===== config.mk =====
export PLATFORM = sky130hd
export DESIGN_NAME = fetcher_flat
export DESIGN_NICKNAME = d
export VERILOG_FILES = /design/src/rtl/common_pkg.sv /design/src/rtl/fetcher_if.sv /design/src/rtl/fetcher.sv /design/src/flat_wrapper.sv
export SDC_FILE = /design/constraint.sdc
export NUM_CORES = 1
export LEC_CHECK = 0
export ABC_AREA = 1
export CORE_MARGIN = 2
export CORE_UTILIZATION = 32
export CTS_CLUSTER_SIZE = 10
export DETAILED_ROUTE_END_ITERATION = 16
export GPL_ROUTABILITY_DRIVEN = 0
export GPL_TIMING_DRIVEN = 0
export RECOVER_POWER = 100
export SETUP_SLACK_MARGIN = 0.02
export SYNTH_ARGS = -nofsm -noshare
export SYNTH_HDL_FRONTEND = slang
export SYNTH_SLANG_ARGS = --single-unit

===== constraint.sdc =====
create_clock -name clk -period 1.84 [get_ports clk]
set_input_delay 0.552 -clock clk [delete_from_list [all_inputs] [get_ports clk]]
set_output_delay 0.552 -clock clk [all_outputs]
set_load 0.01 [all_outputs]

===== src/rtl/common_pkg.sv =====
// Shared types for the warp pipeline: instruction word, warp phase and fetch FSM state.
package common_pkg;

    typedef logic [31:0] instr_t;

    typedef enum logic [1:0] {
        WARP_IDLE,
        WARP_FETCH,
        WARP_DECODE,
        WARP_EXEC
    } warp_state_t;

    typedef enum logic [1:0] {
        F_IDLE,
        F_REQ,
        F_WAIT,
        F_DONE
    } fetcher_state_t;

endpackage


===== src/rtl/fetcher_if.sv =====
// Program-memory read port: valid/ready request channel plus a response strobe with data.
interface fetcher_if;

    logic        mem_req_valid;
    logic [31:0] mem_req_addr;
    logic        mem_req_ready;
    logic        mem_resp_valid;
    logic [31:0] mem_resp_data;

    modport master (
        output mem_req_valid,
        output mem_req_addr,
        input  mem_req_ready,
        input  mem_resp_valid,
        input  mem_resp_data
    );

    modport slave (
        input  mem_req_valid,
        input  mem_req_addr,
        output mem_req_ready,
        input  mem_resp_valid,
        input  mem_resp_data
    );

endinterface


===== src/rtl/fetcher.sv =====
// Instruction fetch with a single-entry word buffer; hit -> fetch_done after 1 cycle, miss -> 2 cycles + memory delays.
// Request held steady while mem_req_ready is low; withdrawn only if the warp leaves fetch before acceptance.
module fetcher
    import common_pkg::*;
(
    input  logic              clk,
    input  logic              reset,
    input  warp_state_t       warp_state,
    input  logic [31:0]       pc,
    input  logic              inval,
    fetcher_if.master         mem,
    output instr_t            instr,
    output logic              fetch_done
);

    fetcher_state_t state_q, state_d;
    instr_t         instr_q, instr_d;
    logic [29:0]    buf_tag_q, buf_tag_d;
    logic           buf_valid_q, buf_valid_d;

    logic [31:0]    req_addr;
    logic           in_fetch;
    logic           hit;
    logic           resp_load;

    // Byte offset bits never reach the address or the tag.
    assign req_addr  = pc & 32'hFFFF_FFFC;
    assign in_fetch  = (warp_state == WARP_FETCH);
    assign hit       = buf_valid_q && (buf_tag_q == req_addr[31:2]);
    assign resp_load = (state_q == F_WAIT) && mem.mem_resp_valid;

    always_ff @(posedge clk or negedge reset) begin
        if (!reset) begin
            state_q     <= F_IDLE;
            instr_q     <= '0;
            buf_tag_q   <= '0;
            buf_valid_q <= 1'b0;
        end else begin
            state_q     <= state_d;
            instr_q     <= instr_d;
            buf_tag_q   <= buf_tag_d;
            buf_valid_q <= buf_valid_d;
        end
    end

    always_comb begin
        state_d     = state_q;
        instr_d     = instr_q;
        buf_tag_d   = buf_tag_q;
        buf_valid_d = buf_valid_q;

        case (state_q)
            F_IDLE: begin
                if (in_fetch) state_d = hit ? F_DONE : F_REQ;
            end
            F_REQ: begin
                // Acceptance takes priority over a simultaneous exit from fetch.
                if (mem.mem_req_ready) state_d = F_WAIT;
                else if (!in_fetch)    state_d = F_IDLE;
            end
            F_WAIT: begin
                if (resp_load) begin
                    state_d     = F_DONE;
                    instr_d     = mem.mem_resp_data;
                    buf_tag_d   = req_addr[31:2];
                    buf_valid_d = 1'b1;
                end
            end
            F_DONE: begin
                if (!in_fetch) state_d = F_IDLE;
            end
            default: state_d = F_IDLE;
        endcase

        if (inval) buf_valid_d = 1'b0;
    end

    always_comb begin
        mem.mem_req_valid = (state_q == F_REQ);
        mem.mem_req_addr  = req_addr;
        fetch_done        = (state_q == F_DONE);
        instr             = instr_q;
    end

endmodule


===== src/flat_wrapper.sv =====
// flat-port wrapper written by rule: the top's interface ports become plain ports
module fetcher_flat import common_pkg::*;
  (clk, reset, warp_state, pc, inval, instr, fetch_done, mem_mem_req_valid, mem_mem_req_addr, mem_mem_req_ready, mem_mem_resp_valid, mem_mem_resp_data);
  fetcher_if mem_i ();
  input  logic clk;
  input  logic reset;
  input  warp_state_t warp_state;
  input  logic [31:0] pc;
  input  logic inval;
  output instr_t instr;
  output logic fetch_done;
  output wire logic [$bits(mem_i.mem_req_valid)-1:0] mem_mem_req_valid;
  output wire logic [$bits(mem_i.mem_req_addr)-1:0] mem_mem_req_addr;
  input wire logic [$bits(mem_i.mem_req_ready)-1:0] mem_mem_req_ready;
  input wire logic [$bits(mem_i.mem_resp_valid)-1:0] mem_mem_resp_valid;
  input wire logic [$bits(mem_i.mem_resp_data)-1:0] mem_mem_resp_data;
  assign mem_mem_req_valid = mem_i.mem_req_valid;
  assign mem_mem_req_addr = mem_i.mem_req_addr;
  assign mem_i.mem_req_ready = mem_mem_req_ready;
  assign mem_i.mem_resp_valid = mem_mem_resp_valid;
  assign mem_i.mem_resp_data = mem_mem_resp_data;
  fetcher u_core (.clk(clk), .reset(reset), .warp_state(warp_state), .pc(pc), .inval(inval), .mem(mem_i), .instr(instr), .fetch_done(fetch_done));
endmodule

==> metrics.txt, run 1 <==
Vias/cell=between 4 and 5; DPL Wire Length=5.03 mm; Setup WS pre-CTS=-454 ps; fill count=about 1,000; Max-slew headroom=0.0301; RR Startpoint=u_core.state_q[0]; R2R Path End=u_core.buf_tag_q[27]; Setup crit start kind=input port; M2 GR Usage=0.213; initial antenna violation count=0; DRC=0; CP max stage delay=270 ps; maximum level of the CTS H-tree=3; core box area=between 0.009 and 0.01 sq mm; Cell Chain, Critical Path=dlygate4sd2_1 > buf_4 > dlygate4sd2_1; area of the multi-input gates=roughly 0.0012 sq mm; Mapped Avg Cell Area=roughly 12 sq um; # rows=36; static leakage=2.25 nW; number of routed nets with antenna violations=0; routing usage on met1=0.148; Pwr Density=around 1300 mW/mm^2; die area=around 0.011 sq mm; Tot GR Track Use=0.131; routed vias=between 2,000 and 2,500; pin count of the biggest net entering global routing=between 60 and 70; max-slew violations=0; worst hold start=u_core.instr[18]; Worst Max-Slew Pin Slew=approximately 1500 ps; FMAX=around 0.56 GHz; skew final=around 8.4 ps; crit path max-delay cell type=dlygate4sd2_1; Synthesis Warnings=0; ys async rst share=1.00; crit-path max FO=3; DP Area=between 0.004 and 0.005 sq mm; Area growth, synth to finish=50.7%; status=finished clean; Netlist cell types=17; Clock Latency Late Sink=330 ps; synthesized area=about 0.0032 sq mm; Synth area leaders=dfrtp_1 51%, mux2_2 20%, buf_4 7.7%; final std cells w/o fill=approximately 560; crit path kind=in2out; GRT overflow=0; GRT busiest layer=met2; CP Capture Type=output port; ys flop type=dfrtp_1; ANT cells=0; Post-synth EDFFs=0; RSZ-0062 raised after global routing=yes; DR iter-0 viols=38; reg2reg setup slack=160 ps; I/O pins=~140; final worst-path cycle share=0.968; critical path required time=between 1000 and 1500 ps; Final Instance Area=between 0.004 and 0.005 sq mm; drt first pass iters=4; final hold vios=0; die span in x=between 100 and 150 microns; CTS Buf Count=9; met3 Use GR=0.0564; most common cell in the synthesized netlist=dfrtp_1; number of global-route vias before repair=between 2,000 and 2,500; Starting Density=0.330; Post-Syn Instances=approximately 280; Worst Hold Depth=1; PortBufs=132; Worst Hold End=u_core.instr[18]; final hold slack=roughly 500 ps; most frequent CP cell=dlygate4sd2_1; Reg clk slew, reported paths=70 ps; Worst Hold Class=reg2reg; Yosys reg bits=65; Max-Cap Viols=0; placed cell count=between 500 and 600; first-pass GRT wire length=11.3 mm; Clk Tree Root Cell=clkbuf_8; Clock Path Buffers=2; peak supply drop=0.552 mV; DR WL/cell=between 10 and 15 microns; largest area contributor in the netlist=dfrtp_1; CTS tree=done; Synth top area share=0.507; fin util=0.497; clock period minus worst slack=between 1500 and 2000 ps; setup violators final=0; Die Y-Extent=104 microns; wirelength, routed=between 6 and 7 mm; Net count, final=around 500; Critical Path AT=1230 ps; CTS sink count=between 60 and 70; sequential area share after synthesis=0.507; layout cells sized above 1=0.308; setup slack after layout=approximately 60 ps; Post-synth top cells=65 x dfrtp_1, 56 x mux2_2, 46 x nand2_1; Reg2Reg Depth=8; FF+latch area=0.00163 sq mm
==> layer usage <==
metal  wire length [microns]  vias up
met2                    3270       80
met5                       0        -
met3                     599       10
met4                     107        0
li1                        -     1148
met1                    2830     1096
==> through the flow <==
stage	TNS, ps	total power [mW]
2_1_floorplan	0	4.11
3_3_place_gp	-153650	5.31
3_5_place_dp	-14850	5.39
4_1_cts	0	6.61
5_1_grt	0	6.85
6_report	0	6.39
==> kinds of logic (layout without fill, tap and decap cells) <==
| kind of cell | Yosys count | count (layout) | share of synthesized area |
|---|---|---|---|
| compound gates | 10 | 10 | 0.0246 |
| other cells | 1 | 2 | 0.00117 |
| xor+xnor | 24 | 24 | 0.0655 |
| flops | 65 | 65 | 0.507 |
| simple gates | 64 | 64 | 0.0808 |
| buf+inv | 57 | 208 | 0.124 |
| mux | 56 | 56 | 0.197 |
==> critical path: cells and delay by family <==
kind	cells	cell delay, ps
buffers and inverters	3	680
==> power by group <==
part	total [mW]	internal, mW	switching [mW]
sequential	2.54	2.14	0.395
combinational	2.64	1.61	1.03
clock	1.21	0.689	0.525
==> cells in the final DEF, fill, tap and decap left out, drive strengths merged, types with 13 or more instances in the layout <==
cell           instances
buf                   38
clkbuf                22
clkdlybuf4s15         13
clkdlybuf4s25         18
clkdlybuf4s50         44
dfrtp                 65
dlygate4sd2           52
inv                   18
mux2                  56
nand2                 47
nor2                  16
xnor2                 23
==> layout make-up <==
class                      instances  share of cell area
buffer                            39              0.0684
clock buffer                      12              0.0321
clock inverter                     3             0.00829
inverter                          18              0.0140
multi-input combinational        156               0.244
sequential                        65               0.337
tap                              133              0.0344
timing repair buffer             136               0.262
==> sequential cells by signal, indices dropped and copies added (netlist names) <==
register	flops
u_core.instr	32
u_core.buf_tag_q	30
u_core.state_q	2
u_core.buf_valid_q	1
==> how the worst max path moves through the flow <==
stage                           start              endpoint  slack (ps)  cells after the start
finish                         pc[11]  mem_mem_req_addr[11]          60                      3
global route        u_core.state_q[1]     mem_mem_req_valid         0.1                      3
CTS                  u_core.instr[11]             instr[11]          20                      1
detailed placement             pc[13]  mem_mem_req_addr[13]        -450                      3
global placement                reset  u_core.buf_tag_q[22]       -2130                      1
floorplan           u_core.state_q[1]  u_core.buf_tag_q[14]         590                      5
==> repair_timing <==
| item | in CTS | in global routing |
|---|---|---|
| setup endpoints to repair | 35 | 24 |
| resized for setup | 85 | 25 |
| setup buffers | 3 | 1 |
| hold buffers | 0 | 0 |
| pin swaps | 0 | 0 |
Power figures use the tool's default switching activity.
==> run 2: changes to the inputs <==
Settings changed: CAP_MARGIN set to 20.
==> results of run 2 <==
Final layout, timing and power as in run 1 (identical DEF).
==> run 3: changes to the inputs <==
Settings changed: PLACE_DENSITY set to 0.67, RECOVER_POWER 100 to 25.
==> metrics.txt, run 3 (synthesis gave the netlist of run 1 again) <==
first-pass GRT wire length=approximately 11 mm; DP Area=0.00470 sq mm; Clk Tree Root Cell=clkbuf_8; PortBufs=~130; # rows=36; R2R Path End=u_core.buf_tag_q[16]; DPL Wire Length=5.12 mm; FMAX=0.560 GHz; wirelength, routed=around 7 mm; crit path kind=in2out; ANT cells=0; commonest non-fill, non-tap cell in the layout=dfrtp_1; fill count=roughly 940; Starting Density=0.330; Pwr Density=1320 mW/mm^2; Critical Path AT=between 1000 and 1500 ps; crit-path max FO=3; reg2reg setup slack=around 340 ps; Area growth, synth to finish=52.2%; final worst-path cycle share=0.971; clock period minus worst slack=1790 ps; CP Capture Type=output port; most frequent cells in the layout=65 x dfrtp_1, 56 x mux2_2, 56 x clkdlybuf4s50_1; CTS sink count=65; static leakage=around 2.4 nW; final hold vios=0; pin count of the biggest net entering global routing=66; routing usage on met1=0.154; max-slew violations=0; number of global-route vias before repair=between 2,000 and 2,500; hold-fix buffers at CTS=0; DRC=0; number of routed nets with antenna violations=0; Worst Max-Slew Pin Slew=slightly above 900 ps; Final Instance Area=0.00488 sq mm; drt first pass iters=4; DR WL/cell=between 10 and 15 microns; core box area=0.00973 sq mm; Setup crit start kind=input port; RR Startpoint=u_core.state_q[1]; critical path required time=around 1300 ps; CTS tree=done; initial antenna violation count=0; Worst Hold Class=in2async; CP startpoint=pc[2]; Reg clk slew, reported paths=about 70 ps; Max-Cap Viols=0; die area=0.0108 sq mm; Max-slew headroom=0.397; peak supply drop=0.614 mV; met3 Use GR=0.0551; M2 GR Usage=0.211; Die Y-Extent=104 microns; Vias/cell=~4.2; CTS Buf Count=9; max reg flops=32; status=finished clean; I/O pins=137; Clock Latency Late Sink=roughly 320 ps; Net count, final=494; skew final=around 11 ps; GRT overflow=0; Tot GR Track Use=0.129; die span in x=roughly 100 microns; RSZ-0062 raised after global routing=no; GRT busiest layer=met2; routed vias=~2,400; Reg2Reg Depth=6; layout cells sized above 1=0.311; DR iter-0 viols=between 40 and 50; maximum level of the CTS H-tree=3; setup violators final=0; Clock Path Buffers=2; fin util=0.502
-- run 3: cell count changes in the layout (fill, tap and decap cells not counted), moves of 2 or more --
cell	previous run	this run
clkdlybuf4s25_1	18	0
clkdlybuf4s50_1	44	56
dlygate4sd2_1	52	46
clkdlybuf4s15_2	9	11
clkbuf_1	5	3
dlymetal6s2s_1	0	13
-- run 3: layout make-up --
type | instances | area, sq um | share of cell area
Sequential cell | 65 | 1630 | 0.333
Timing Repair Buffer | 134 | 1320 | 0.269
Multi-Input combinational cell | 156 | 1190 | 0.243
Buffer | 39 | 330 | 0.0677
Tap cell | 133 | 166 | 0.0341
Clock buffer | 13 | 149 | 0.0305
Inverter | 18 | 67.6 | 0.0138
Clock inverter | 3 | 40.0 | 0.00820
-- run 3: per-stage QoR --
step | setup TNS (ps) | hold slack (ps) | power (mW) | worst slack, ps | instances
finish | 0 | 369 | 6.44 | 53.3 | 561
global route | 0 | 453 | 6.88 | 22.8 | 561
CTS | 0 | 356 | 6.60 | 27.2 | 561
detailed placement | -14190 | 492 | 5.40 | -459 | 543
global placement | -146100 | 486 | 5.30 | -2050 | 543
floorplan | 0 | 256 | 4.11 | 594 | 278
-- run 3: layer usage --
| metal | share of wire | wire, microns |
|---|---|---|
| met4 | 0.0067 | 46 |
| met3 | 0.089 | 615 |
| met2 | 0.48 | 3320 |
| met1 | 0.42 | 2910 |
| met5 | 0 | 0 |
-- run 3: where the power goes --
| group | switching [mW] | internal (mW) |
|---|---|---|
| Combinational | 1.03 | 1.69 |
| Sequential | 0.392 | 2.14 |
| Clock | 0.521 | 0.661 |
| Total | 1.94 | 4.50 |
-- run 3: worst max-delay path by stage --
stage / end / cells past startpoint
floorplan: u_core.buf_tag_q[14] / 5
global placement: u_core.instr[23] / 1
detailed placement: mem_mem_req_addr[12] / 3
CTS: instr[31] / 1
global route: instr[2] / 1
finish: mem_mem_req_addr[2] / 3
-- run 3: critical path, stage by stage --
cell and delay, ps:
dlygate4sd2_1 270, buf_4 140, dlygate4sd2_1 270
-- run 3: timing repair --
action                     CTS  global route
resized for setup           88            15
setup buffers                2             0
setup endpoints to repair   32            14
cloned                       0             0
